==> config.mk <==
export PLATFORM = sky130hd
export DESIGN_NAME = out_port_buffer
export DESIGN_NICKNAME = d
export VERILOG_FILES = /design/src/rtl/cpu_io_pkg.sv /design/src/rtl/sync_fifo.sv /design/src/rtl/out_port_buffer.sv
export SDC_FILE = /design/constraint.sdc
export NUM_CORES = 1
export LEC_CHECK = 0
export BUFFER_PORTS_ARGS = -buffer_cell sky130_fd_sc_hd__buf_4
export CORE_ASPECT_RATIO = 1.1
export CORE_MARGIN = 10
export CORE_UTILIZATION = 30
export CTS_CLUSTER_DIAMETER = 30
export CTS_CLUSTER_SIZE = 10
export DETAILED_ROUTE_END_ITERATION = 16
export GPL_TIMING_DRIVEN = 0
export SLEW_MARGIN = 20
export SYNTH_ARGS = -nofsm -noshare
export SYNTH_HDL_FRONTEND = slang
export SYNTH_SLANG_ARGS = --single-unit
==> constraint.sdc <==
create_clock -name clk -period 2.1 [get_ports clk]
set_input_delay 0.105 -clock clk [delete_from_list [all_inputs] [get_ports clk]]
set_output_delay 0.105 -clock clk [all_outputs]
set_load 0.005 [all_outputs]
==> src/rtl/cpu_io_pkg.sv <==
// Shared definitions for the CPU OUT-instruction path.
// Optional feature macro: OUT_PORT_PARITY_EN. When it is defined, every
// queued entry carries an even-parity bit alongside its data.
package cpu_io_pkg;

  localparam int OUT_DATA_W     = 8;
  localparam int OUT_FIFO_DEPTH = 4;

`ifdef OUT_PORT_PARITY_EN
  localparam int OUT_PAR_W = 1;

  typedef struct packed {
    logic                  parity;
    logic [OUT_DATA_W-1:0] data;
  } out_entry_t;
`else
  localparam int OUT_PAR_W = 0;

  typedef struct packed {
    logic [OUT_DATA_W-1:0] data;
  } out_entry_t;
`endif

  // Even parity: the returned bit makes the total number of ones even.
  function automatic logic even_parity(input logic [OUT_DATA_W-1:0] d);
    return ^d;
  endfunction

endpackage

==> src/rtl/sync_fifo.sv <==
// Generic single-clock FIFO. Each pointer carries one extra MSB, so that
// full and empty can be told apart even when the index bits are equal.
// The read port is not fall-through: rd_data is the entry at the registered
// read pointer, and it is forced to zero while the FIFO is empty. Because of
// this, rd_data comes out of reset at zero although the storage itself is
// never cleared.
module sync_fifo #(
  parameter int WIDTH = 8,
  parameter int DEPTH = 4,
  parameter int PTR_W = $clog2(DEPTH)
) (
  input  logic             clk,
  input  logic             rstn,
  input  logic             push,
  input  logic             pop,
  input  logic [WIDTH-1:0] wr_data,
  output logic [WIDTH-1:0] rd_data,
  output logic             full,
  output logic             empty,
  output logic [PTR_W:0]   count
);

  logic [WIDTH-1:0] mem [DEPTH];
  logic [PTR_W:0]   wr_ptr;
  logic [PTR_W:0]   rd_ptr;
  logic             do_push;
  logic             do_pop;

  // A push into a full FIFO or a pop from an empty one is silently dropped.
  assign do_push = push & ~full;
  assign do_pop  = pop & ~empty;

  // Pointer registers. Each one wraps naturally through its extra MSB.
  always_ff @(posedge clk or negedge rstn) begin
    if (!rstn) begin
      wr_ptr <= '0;
      rd_ptr <= '0;
    end else begin
      if (do_push) wr_ptr <= wr_ptr + (PTR_W+1)'(1);
      if (do_pop)  rd_ptr <= rd_ptr + (PTR_W+1)'(1);
    end
  end

  // Entry storage. It is left unreset; empty gates whatever it holds.
  always_ff @(posedge clk) begin
    if (do_push) mem[wr_ptr[PTR_W-1:0]] <= wr_data;
  end

  assign count   = wr_ptr - rd_ptr;
  assign empty   = (wr_ptr == rd_ptr);
  assign full    = (wr_ptr[PTR_W] != rd_ptr[PTR_W]) &&
                   (wr_ptr[PTR_W-1:0] == rd_ptr[PTR_W-1:0]);
  assign rd_data = empty ? '0 : mem[rd_ptr[PTR_W-1:0]];

endmodule

==> src/rtl/out_port_buffer.sv <==
// OUT-instruction output buffer.
// Every retiring OUT write is latched onto the architectural port O_Port.
// The same write is also queued for an external consumer, which drains the
// queue through a valid/ready handshake. While the queue is full, a
// retiring OUT holds the pipeline through stall.
// Optional feature macro: OUT_PORT_PARITY_EN. When it is defined, the block
// gains the ext_parity output, and every entry stores even parity of its
// data.
module out_port_buffer
  import cpu_io_pkg::*;
#(
  parameter  int DATA_W = OUT_DATA_W,
  parameter  int DEPTH  = OUT_FIFO_DEPTH,
  localparam int PTR_W  = $clog2(DEPTH)
) (
  input  logic              clk,
  input  logic              rstn,
  input  logic              out_we,
  input  logic [DATA_W-1:0] out_data,
  output logic              stall,
  output logic [DATA_W-1:0] O_Port,
  output logic              ext_valid,
  output logic [DATA_W-1:0] ext_data,
  input  logic              ext_ready,
`ifdef OUT_PORT_PARITY_EN
  output logic              ext_parity,
`endif
  output logic [PTR_W:0]    count,
  output logic              full,
  output logic              empty
);

  localparam int ENTRY_W = DATA_W + OUT_PAR_W;

  logic               push;
  logic               pop;
  logic [ENTRY_W-1:0] wr_entry;
  logic [ENTRY_W-1:0] rd_entry;

  // A pop in the same cycle does not free the slot in time for the push.
  // The refused write is retried on the next cycle, because the CPU holds
  // it until stall drops.
  assign push  = out_we & ~full;
  assign pop   = ext_valid & ext_ready;
  assign stall = out_we & full;

`ifdef OUT_PORT_PARITY_EN
  assign wr_entry   = {^out_data, out_data};
  assign ext_parity = rd_entry[DATA_W];
`else
  assign wr_entry   = out_data;
`endif

  assign ext_data  = rd_entry[DATA_W-1:0];
  assign ext_valid = ~empty;

  // Architectural port: only accepted writes update it; draining never does.
  always_ff @(posedge clk or negedge rstn) begin
    if (!rstn) begin
      O_Port <= '0;
    end else if (push) begin
      O_Port <= out_data;
    end
  end

  sync_fifo #(
    .WIDTH (ENTRY_W),
    .DEPTH (DEPTH),
    .PTR_W (PTR_W)
  ) u_fifo (
    .clk     (clk),
    .rstn    (rstn),
    .push    (push),
    .pop     (pop),
    .wr_data (wr_entry),
    .rd_data (rd_entry),
    .full    (full),
    .empty   (empty),
    .count   (count)
  );

endmodule

== Word-level counts from Yosys, hierarchy flattened ==
Memories as Yosys holds them, arrays and structs flattened.
Index checks and enable logic that the tools add are counted.

* Register bits: 14
* Latch bits: 0
* Bits in writable memories: 32
* ROM bits: 0
* Bits of input ports: 12
* Output and inout bits: 23
* Memories kept: 1

* Add/subtract/negate cells: 3
* $mul: 0
* Divide/modulo/power cells: 0
* $lt $le $gt $ge: 0
* Equal/unequal tests: 3
* Shift-type cells: 0
* Muxes and demuxes: 3
* Bitwise operators: 7
* Reductions and logical operators: 1

{| class="wikitable"
|+ Memories
! name !! depth !! bits a word !! rd ports !! clocked after Yosys merged registers in !! write ports !! RTL line !! RTL
|-
| u_fifo.mem || 4 || 8 || 1 || 0 || 1 || sync_fifo.sv:23 || <nowiki>logic [WIDTH-1:0] mem [DEPTH];</nowiki>
|}

{| class="wikitable"
|+ Operators with widths
! kind !! count
|-
| two-way mux 8 bit || 1
|-
| adder 3 x 1 -> 3 bit (second input constant) || 2
|-
| bitwise AND 1 bit || 5
|-
| equality test 3 bit || 1
|-
| subtractor 3 bit || 1
|-
| equality test 2 bit || 1
|-
| two-way mux 1 bit || 2
|-
| NOT 1 bit || 2
|-
| logical AND 1 bit || 1
|-
| != test 1 bit || 1
|}

== Depth between registers and ports, before layout ==
Gate-level depths: netlist of run 1.

* Depth after elaboration: 7
* Gate-level depth with buffers: 7
* Mapped depth without buffers: 5

== Modules after synthesis ==
A second synthesis of run 1 with hierarchy kept.

* Cells, all modules: 116
* Area total of the unflattened synthesis: 2018.2 sq um

{| class="wikitable"
|+ Modules (own cells, without submodules)
! module !! times used !! cells an instance !! area each (sq um) !! seq. area each (sq um)
|-
| sync_fifo || 1 || 95 || 1655.3 || 1111.1
|-
| out_port_buffer || 1 || 21 || 362.8 || 200.2
|}

== Least setup slack after synthesis of run 1 ==
Ideal clock, no wire load.

* Path kind: register -> register
* Start point: reg u_fifo.rd_ptr[1]
* End point: mem u_fifo.mem[0][0] (enable)
* Setup time: 0.371 ns
* Data arrival time: 1.877 ns
* Required time: 1.729 ns
* Setup slack: -0.147 ns
* Cell stages (with the launch flop): 8
* Period minus slack after synthesis: 2.247 ns
* Path through: dfrtp_1 > clkbuf_1 > inv_1 > ha_1 > nand2_1 > o21ai_4 > buf_12 > nor2_1

* Cells in the longest elaborated chain, start to end: 7

{| class="wikitable"
|+ Ends and longest elaborated chain
! item !! RTL line !! RTL
|-
| start, declared || sync_fifo.sv:25 || <nowiki>logic [PTR_W:0] rd_ptr;</nowiki>
|-
| start signal, assigned || sync_fifo.sv:40 || <nowiki>if (do_pop) rd_ptr <= rd_ptr + (PTR_W+1)'(1);</nowiki>
|-
| equality test 2 bit * || sync_fifo.sv:52 || <nowiki>(wr_ptr[PTR_W-1:0] == rd_ptr[PTR_W-1:0]);</nowiki>
|-
| logical AND 1 bit * || sync_fifo.sv:51 || <nowiki>assign full = (wr_ptr[PTR_W] != rd_ptr[PTR_W]) &&</nowiki>
|-
| NOT 1 bit * || sync_fifo.sv:30, out_port_buffer.sv:43 ||
|-
| bitwise AND 1 bit || out_port_buffer.sv:43 || <nowiki>assign push = out_we & ~full;</nowiki>
|-
| bitwise AND 1 bit * || sync_fifo.sv:30 || <nowiki>assign do_push = push & ~full;</nowiki>
|-
| two-way mux 1 bit * || sync_fifo.sv:46 || <nowiki>if (do_push) mem[wr_ptr[PTR_W-1:0]] <= wr_data;</nowiki>
|-
| two-way mux 1 bit (implied by the code) * || sync_fifo.sv:46 ||
|-
| end, declared || sync_fifo.sv:23 ||
|}

Mark *: on every way between the ends. The rest lies on a longest branch, timed or not.

== Worst setup path after layout of run 1 ==
* Start point: reg u_fifo.rd_ptr[1]
* End point: out ext_data[5]

* Cells in the longest elaborated chain, start to end: 2
* Elaborated cells on any way between the ends: 3

{| class="wikitable"
|+ Ends and longest elaborated chain
! item !! RTL line !! RTL
|-
| memory (4 x 8 bit) / equality test 3 bit (equally long branches) || -- ||
|-
| two-way mux 8 bit * || sync_fifo.sv:53 || <nowiki>assign rd_data = empty ? '0 : mem[rd_ptr[PTR_W-1:0]];</nowiki>
|-
| end, declared || out_port_buffer.sv:23 || <nowiki>output logic [DATA_W-1:0] ext_data,</nowiki>
|}

Marks and branches as above.

==> summary.md, run 1 <==
| Metric | Value |
|---|---|
| Most numerous cell in the Yosys netlist | `edfxtp_1` |
| Placed instance area | `0.00236 mm²` |
| Synthesized Nets | `135` |
| Status | `completed` |
| Initial antenna violation count | `0` |
| Layout cell share with drive strength beyond 1 | `46.0%` |
| FF-to-FF Start | `u_fifo.rd_ptr[1]` |
| Main synth FF type | `edfxtp_1` |
| Vias in the first global route | `1166` |
| Routed vias | `1080` |
| Post-synthesis compound-gate area fraction | `2.44%` |
| CTS tree | `built` |
| Worst Hold End | `u_fifo.rd_ptr[2]` |
| Top-Level Pins | `35` |
| Max clock buf depth | `2` |
| Synth Register Bits | `46` |
| Site Rows | `31` |
| Total CTS buffers | `5` |
| Cell taking the most area after synthesis | `edfxtp_1` |
| CTS H-tree depth | `2` |
| Main combinational cell family by area after synthesis | `multiplexers` |
| CP Launch Type | `flip-flop` |
| XOR/XNOR share of the synthesized area | `2.57%` |
| Worst-path clk slew | `0.08 ns` |
| Drt total wl | `4040 µm` |
| DRT Pass-1 Iters | `4` |
| Slew Viols, Final | `0` |
| Worst hold start | `ext_ready` |
| PD cells | `1660 mW/mm²` |
| Die W | `97.8 µm` |
| DRC | `0` |
| Post-route cell area | `0.00256 mm²` |
| Core area | `0.00652 mm²` |
| Worst setup path class | `flip-flop to primary output` |
| Worst R2R Path Depth | `7` |
| Synth cell count leaders | `edfxtp_1, dfrtp_1, inv_1` |
| Clock Skews | `0.00275 ns` |
| Fmax | `0.498 GHz` |
| # port buffers | `34` |
| CP endpoint kind | `primary output` |
| Hold Vio Cnt, Final | `0` |
| Worst-Margin Slew | `0.317 ns` |
| Post-route ant nets | `0` |
| GP Congestion | `0.674` |
| CP arrival | `1.90 ns` |
| Syn Area/Cell | `17.4 µm²` |
| Synth top area share | `48.1%` |
| Clk_lat worst skew | `0.29 ns` |
| First-pass GRT wire length | `6280 µm` |
| Grt ovf | `0` |
| Detailed placer's ending HPWL | `2870 µm` |
| Final Core Density | `39.4%` |
| Layout Area Growth over Synthesis | `28.4%` |
| Number of synthesized flops with an enable pin | `32` |
| DIE HEIGHT | `106 µm` |
| CP Cell Sequence | `clkbuf_8 -> inv_1 -> ha_1 -> nand2_4 -> nor2_4 -> buf_12 -> nor2b_1 -> buf_4` |
| DR iter-0 viols | `31` |
| Synth Area in Simple Gates | `4.51%` |
| R2R Path End | `u_fifo.mem[1][3]` |
| Mux contribution to synthesized area | `16.3%` |
| Wire per inst | `16.6 µm` |
| Synth top area cells | `edfxtp_1, dfrtp_1, mux4_2, mux2_4, ha_1` |
| ANT cells | `0` |
| Post-Synthesis Cells | `115` |
| Post-synth ARST share | `30.4%` |
| GRT Total Usage | `7.82%` |
| Adder-cell share of the synthesized area | `5.39%` |
| Average vias per placed instance | `4.44` |
| Filler cell count | `604` |
| Slowest CP cell | `dfrtp_1` |
| Clk sink count | `46` |
| Endpoints failing setup | `0` |
| P_leak | `1.02 nW` |
| YS warnings | `0` |
| VDD IR max | `0.000572 V` |
| Syn Std Cell Area | `0.00200 mm²` |
| Clk root buf | `clkbuf_8` |
| Initial Util | `30.7%` |
| Fin crit share | `95.6%` |
| Post-layout min period | `2.01 ns` |
| Seq/Total Area, Yosys | `65.6%` |
| Largest net degree at the start of global routing | `15` |
| Final nets | `180` |
| FF-to-FF setup slack | `0.13 ns` |
| Slew headroom | `78.6%` |
| Hold Crit Class | `primary input to flip-flop` |
| CP Data Required Time | `2.00 ns` |
| Hold path depth | `2` |
| Largest fanout on the critical path | `10` |
| Crit-path max cell delay | `0.38 ns` |
| Library cells used by synthesis | `22` |
| Die area | `0.0103 mm²` |
| Max-Cap Viols | `0` |
worst max-delay path by stage:
stage                          start          endpoint  slack [ns]  cells after the start
CTS                 u_fifo.rd_ptr[1]       ext_data[5]        0.06                      8
global route        u_fifo.rd_ptr[1]       ext_data[1]     -0.0009                      8
detailed placement  u_fifo.rd_ptr[1]  u_fifo.mem[1][3]       -0.81                      7
finish              u_fifo.rd_ptr[1]       ext_data[5]        0.09                      8
global placement    u_fifo.rd_ptr[1]  u_fifo.mem[0][3]       -0.77                      7
floorplan           u_fifo.rd_ptr[1]  u_fifo.mem[0][0]       -0.15                      7
cell families after synthesis:
family	Yosys count
AOI/OAI and AO/OA	7
xor gates and xnor gates	5
adders and majority gates	8
buffers and inverters	12
DFF	46
muxes	19
and+or+nand+nor	18
state kept, by name, summed over array words and instances, names as in the netlist:
signal / cells
u_fifo.rd_ptr: 3
u_fifo.wr_ptr: 3
u_fifo.mem: 32
O_Port: 8
through the flow:
step	std cells	setup slack (ns)	power [mW]	setup TNS [ns]	hold WS (ns)
4_1_cts	242	0.0649	4.29	0	0.00249
2_1_floorplan	115	-0.147	2.55	-3.54	-0.191
3_5_place_dp	231	-0.813	3.46	-30.94	-0.0235
6_report	243	0.0932	4.26	0	0.0163
5_1_grt	243	-0.000887	4.55	-0.000887	0.000656
3_3_place_gp	231	-0.771	3.41	-28.69	-0.0216
cells in the final DEF (no fill, tap or decap):
master	Yosys	routed
buf_12	1	2
ha_1	7	7
buf_4	0	36
a31oi_1	2	2
mux4_2	8	8
nor2_4	0	5
nand2_1	3	2
buf_2	1	1
inv_1	9	9
xnor2_1	3	3
bufinv_16	0	1
edfxtp_1	32	32
dfrtp_1	14	14
clkbuf_1	1	2
a21oi_1	2	2
and2_1	1	1
xnor2_2	1	1
dlygate4sd3_1	0	1
o21ai_0	2	2
o21ai_4	1	1
nor2_2	0	1
mux2_2	5	5
fa_1	1	1
xor2_1	1	1
nand2_4	0	1
mux2_4	6	6
clkbuf_8	0	6
nor2b_1	8	8
cell type report:
class,count,area [µm²],share of cell area [%]
buffer,3,38.8,1.51
clock buffer,7,76.3,2.98
sequential,46,1310,51.1
clock inverter,1,30.0,1.17
multi-input combinational,57,672,26.2
tap,82,103,4.00
inverter,9,33.8,1.32
timing repair buffer,38,300,11.7
critical path, delay by kind of cell, from the launching register on:
| kind | cells | cell delay [ns] |
|---|---|---|
| buf+inv | 4 | 0.54 |
| flops | 1 | 0.38 |
| fa+ha+maj | 1 | 0.35 |
| simple gates | 3 | 0.34 |
per-layer routing:
layer	wire length [µm]	part of all wire, %	track usage [%]
met1	1600	40	8.02
met2	2130	53	13.8
met3	243	6.0	3.33
met4	63	1.6	3.12
met5	0	0	0
where the power goes:
| group | leakage, nW | switching, mW | internal (mW) | total [mW] |
|---|---|---|---|---|
| combinational | 0.507 | 0.987 | 1.22 | 2.21 |
| sequential | 0.457 | 0.152 | 1.27 | 1.42 |
| clock | 0.0524 | 0.277 | 0.356 | 0.633 |
| total | 1.02 | 1.42 | 2.85 | 4.26 |
repair_timing:
| action | CTS | global route |
|---|---|---|
| hold buffers | 1 | 0 |
| resized for setup | 14 | 1 |
| buffers inserted | 2 | 1 |
| setup endpoints to repair | 57 | 20 |
| endpoints found under the hold margin | 14 | 0 |
| pin swaps | 1 | 1 |
No activity file was read; power rests on OpenSTA's default activity.
==> run 2: changes to the inputs <==
--- a/config.mk
+++ b/config.mk
@@ -13,6 +13,7 @@
 export CTS_CLUSTER_SIZE = 10
 export DETAILED_ROUTE_END_ITERATION = 16
 export GPL_TIMING_DRIVEN = 0
+export PLACE_DENSITY = 0.53
 export SLEW_MARGIN = 20
 export SYNTH_ARGS = -nofsm -noshare
 export SYNTH_HDL_FRONTEND = slang
==> run 2 against run 1 <==
Non-clock buffer count increased by 4. Register-to-register slack better by 0.03 ns. Critical path type unchanged. Maximum frequency up 2.1%. Critical path depth fell by 4. Critical endpoint is now ext_data[4]. Design area is 1.5% higher. Total power down 1.3%. Global-route usage increased by 0.21 points. Clock-buffer cell count is 1 lower. Utilization rose by 0.58 points.
==> summary.md, run 2 (synthesized netlist as in run 1, its figures left out) <==
| Metric | Value |
|---|---|
| Status | `completed` |
| Site Rows | `31 (unchanged)` |
| Post-route ant nets | `0 (unchanged)` |
| FF-to-FF setup slack | `0.16 ns (+0.03 ns)` |
| Max clock buf depth | `2 (unchanged)` |
| RSZ-0062 raised after global routing | `no` |
| Worst-path clk slew | `0.08 ns (about the same)` |
| Worst-Margin Slew | `0.357 ns (+0.0397 ns)` |
| Clk root buf | `clkbuf_8` |
| Total CTS buffers | `5 (unchanged)` |
| Top-Level Pins | `35 (unchanged)` |
| Critical path origin | `u_fifo.rd_ptr[0]` |
| Vias in the first global route | `1226 (+5.1%)` |
| Largest fanout on the critical path | `9 (-1)` |
| Grt ovf | `0 (unchanged)` |
| Slew headroom | `76.1% (-2.5 points)` |
| Final Core Density | `39.9% (+0.58 points)` |
| Final nets | `184 (+2.2%)` |
| Slew Viols, Final | `0 (unchanged)` |
| Fin crit share | `93.6% (-2.0 points)` |
| Crit-path max cell delay | `0.55 ns (+0.17 ns)` |
| DR iter-0 viols | `24 (-23%)` |
| Clk sink count | `46 (unchanged)` |
| Layout cell share with drive strength beyond 1 | `48.5% (+2.5 points)` |
| VDD IR max | `0.000610 V (+6.6%)` |
| CTS tree | `built` |
| Fmax | `0.509 GHz (+2.1%)` |
| R2R Path End | `u_fifo.mem[2][3]` |
| Worst setup path class | `flip-flop to primary output` |
| Worst R2R Path Depth | `8 (+1)` |
| ANT cells | `0 (unchanged)` |
| Pre-CTS setup slack | `-0.830 ns (-0.0164 ns)` |
| CP Launch Type | `flip-flop` |
| Commonest non-fill, non-tap cells in the layout | `buf_4, edfxtp_1, dfrtp_1, inv_1` |
| GRT Total Usage | `8.03% (+0.21 points)` |
| # port buffers | `34 (unchanged)` |
| Max-Cap Viols | `0 (unchanged)` |
| CTS H-tree depth | `2 (unchanged)` |
| Final Non-Filler Cells | `247 (+1.6%)` |
| DRT Pass-1 Iters | `4 (unchanged)` |
| DIE HEIGHT | `106 µm (unchanged)` |
| DRC | `0 (unchanged)` |
| Die W | `97.8 µm (unchanged)` |
| Max FFs per register | `32 (unchanged)` |
| Initial Util | `30.7% (unchanged)` |
| Average vias per placed instance | `4.44 (-0.16%)` |
| FF-to-FF Start | `u_fifo.rd_ptr[1]` |
| Hold Crit Class | `primary input to flip-flop` |
| CP Data Required Time | `2.00 ns (about the same)` |
| Post-layout min period | `1.96 ns (-0.0422 ns)` |
| CP arrival | `1.86 ns (-0.04 ns)` |
| Largest net degree at the start of global routing | `15 (unchanged)` |
| Hold slack | `0.0170 ns (+0.000681 ns)` |
| PD cells | `1620 mW/mm² (-2.7%)` |
| Clk_lat worst skew | `0.29 ns (about the same)` |
| Die area | `0.0103 mm² (unchanged)` |
| Drt total wl | `4090 µm (+1.3%)` |
| Initial antenna violation count | `0 (unchanged)` |
| Routed vias | `1096 (+1.5%)` |
| CP endpoint kind | `primary output` |
| Wire per inst | `16.6 µm (-0.35%)` |
| P_leak | `1.04 nW (+2.0%)` |
| Worst Setup EP | `ext_data[4]` |
| Slowest CP cell | `mux4_2` |
| GP Congestion | `0.722 (+7.2%)` |
| CP Cell Sequence | `buf_2 -> mux4_2 -> nor2b_1 -> buf_4` |
| Clock Skews | `0.00118 ns (-0.00157 ns)` |
| First-pass GRT wire length | `6450 µm (+2.7%)` |
| Setup WS post-layout | `0.135 ns (+0.0422 ns)` |
| Hold Vio Cnt, Final | `0 (unchanged)` |
| Core area | `0.00652 mm² (unchanged)` |
| Most common cell after layout, fill and taps aside | `buf_4` |
| Layout Area Growth over Synthesis | `30.2%` |
| Placed cell count | `231 (unchanged)` |
| Endpoints failing setup | `0 (unchanged)` |
run 2: per-stage QoR:
stage	setup TNS (ns)	total power, mW	cell area (µm²)
after global placement	-30.94	3.42	2360
after CTS	0	4.24	2580
final	0	4.21	2600
after detailed placement	-31.70	3.46	2360
after global routing	0	4.52	2600
after floorplan	-3.54	2.55	2000
run 2: layout make-up:
type,count,area (µm²)
multi-input combinational,57,677
clock buffer,6,72.6
clock inverter,2,10.0
fill,626,3910
buffer,3,38.8
sequential,46,1310
timing repair buffer,42,355
tap,82,103
inverter,9,33.8
run 2: critical path, delay by kind of cell (launching register included):
kind / cells / cell delay [ns]
simple gates: 1 / 0.14
buf+inv: 2 / 0.47
flops: 1 / 0.40
mux: 1 / 0.55
run 2: routing by layer:
| layer | track usage, % | part of all wire, % | up-vias |
|---|---|---|---|
| met2 | 14.5 | 55 | 27 |
| met3 | 2.35 | 4.1 | 2 |
| met1 | 8.39 | 40 | 548 |
| li1 | - | - | 519 |
| met4 | 3.74 | 1.2 | 0 |
| met5 | 0 | 0 | - |
run 2: worst min path at each step:
stage / to / slack [ns] / cells after the start / start
3_3_place_gp: u_fifo.wr_ptr[2] / -0.02 / 1 / rstn
2_1_floorplan: O_Port[0] / -0.19 / 0 / rstn
5_1_grt: u_fifo.mem[3][2] / 0.01 / 1 / out_data[2]
4_1_cts: u_fifo.rd_ptr[2] / 0.01 / 2 / ext_ready
3_5_place_dp: u_fifo.wr_ptr[2] / -0.02 / 1 / rstn
6_report: u_fifo.rd_ptr[2] / 0.02 / 2 / ext_ready
run 2: repair_timing:
| action | 4_1_cts | 5_1_grt |
|---|---|---|
| hold buffers | 1 | 0 |
| gates resized for setup | 14 | 3 |
| setup buffers | 6 | 1 |
| pin swaps | 5 | 1 |
| endpoints found under the setup margin | 57 | 42 |
| hold endpoints to repair | 14 | 0 |
run 2: power by group:
| group | switching [mW] | leakage (nW) | internal (mW) |
|---|---|---|---|
| clock network | 0.282 | 0.0450 | 0.231 |
| registers | 0.150 | 0.456 | 1.27 |
| logic | 0.995 | 0.536 | 1.28 |
| total | 1.43 | 1.04 | 2.78 |
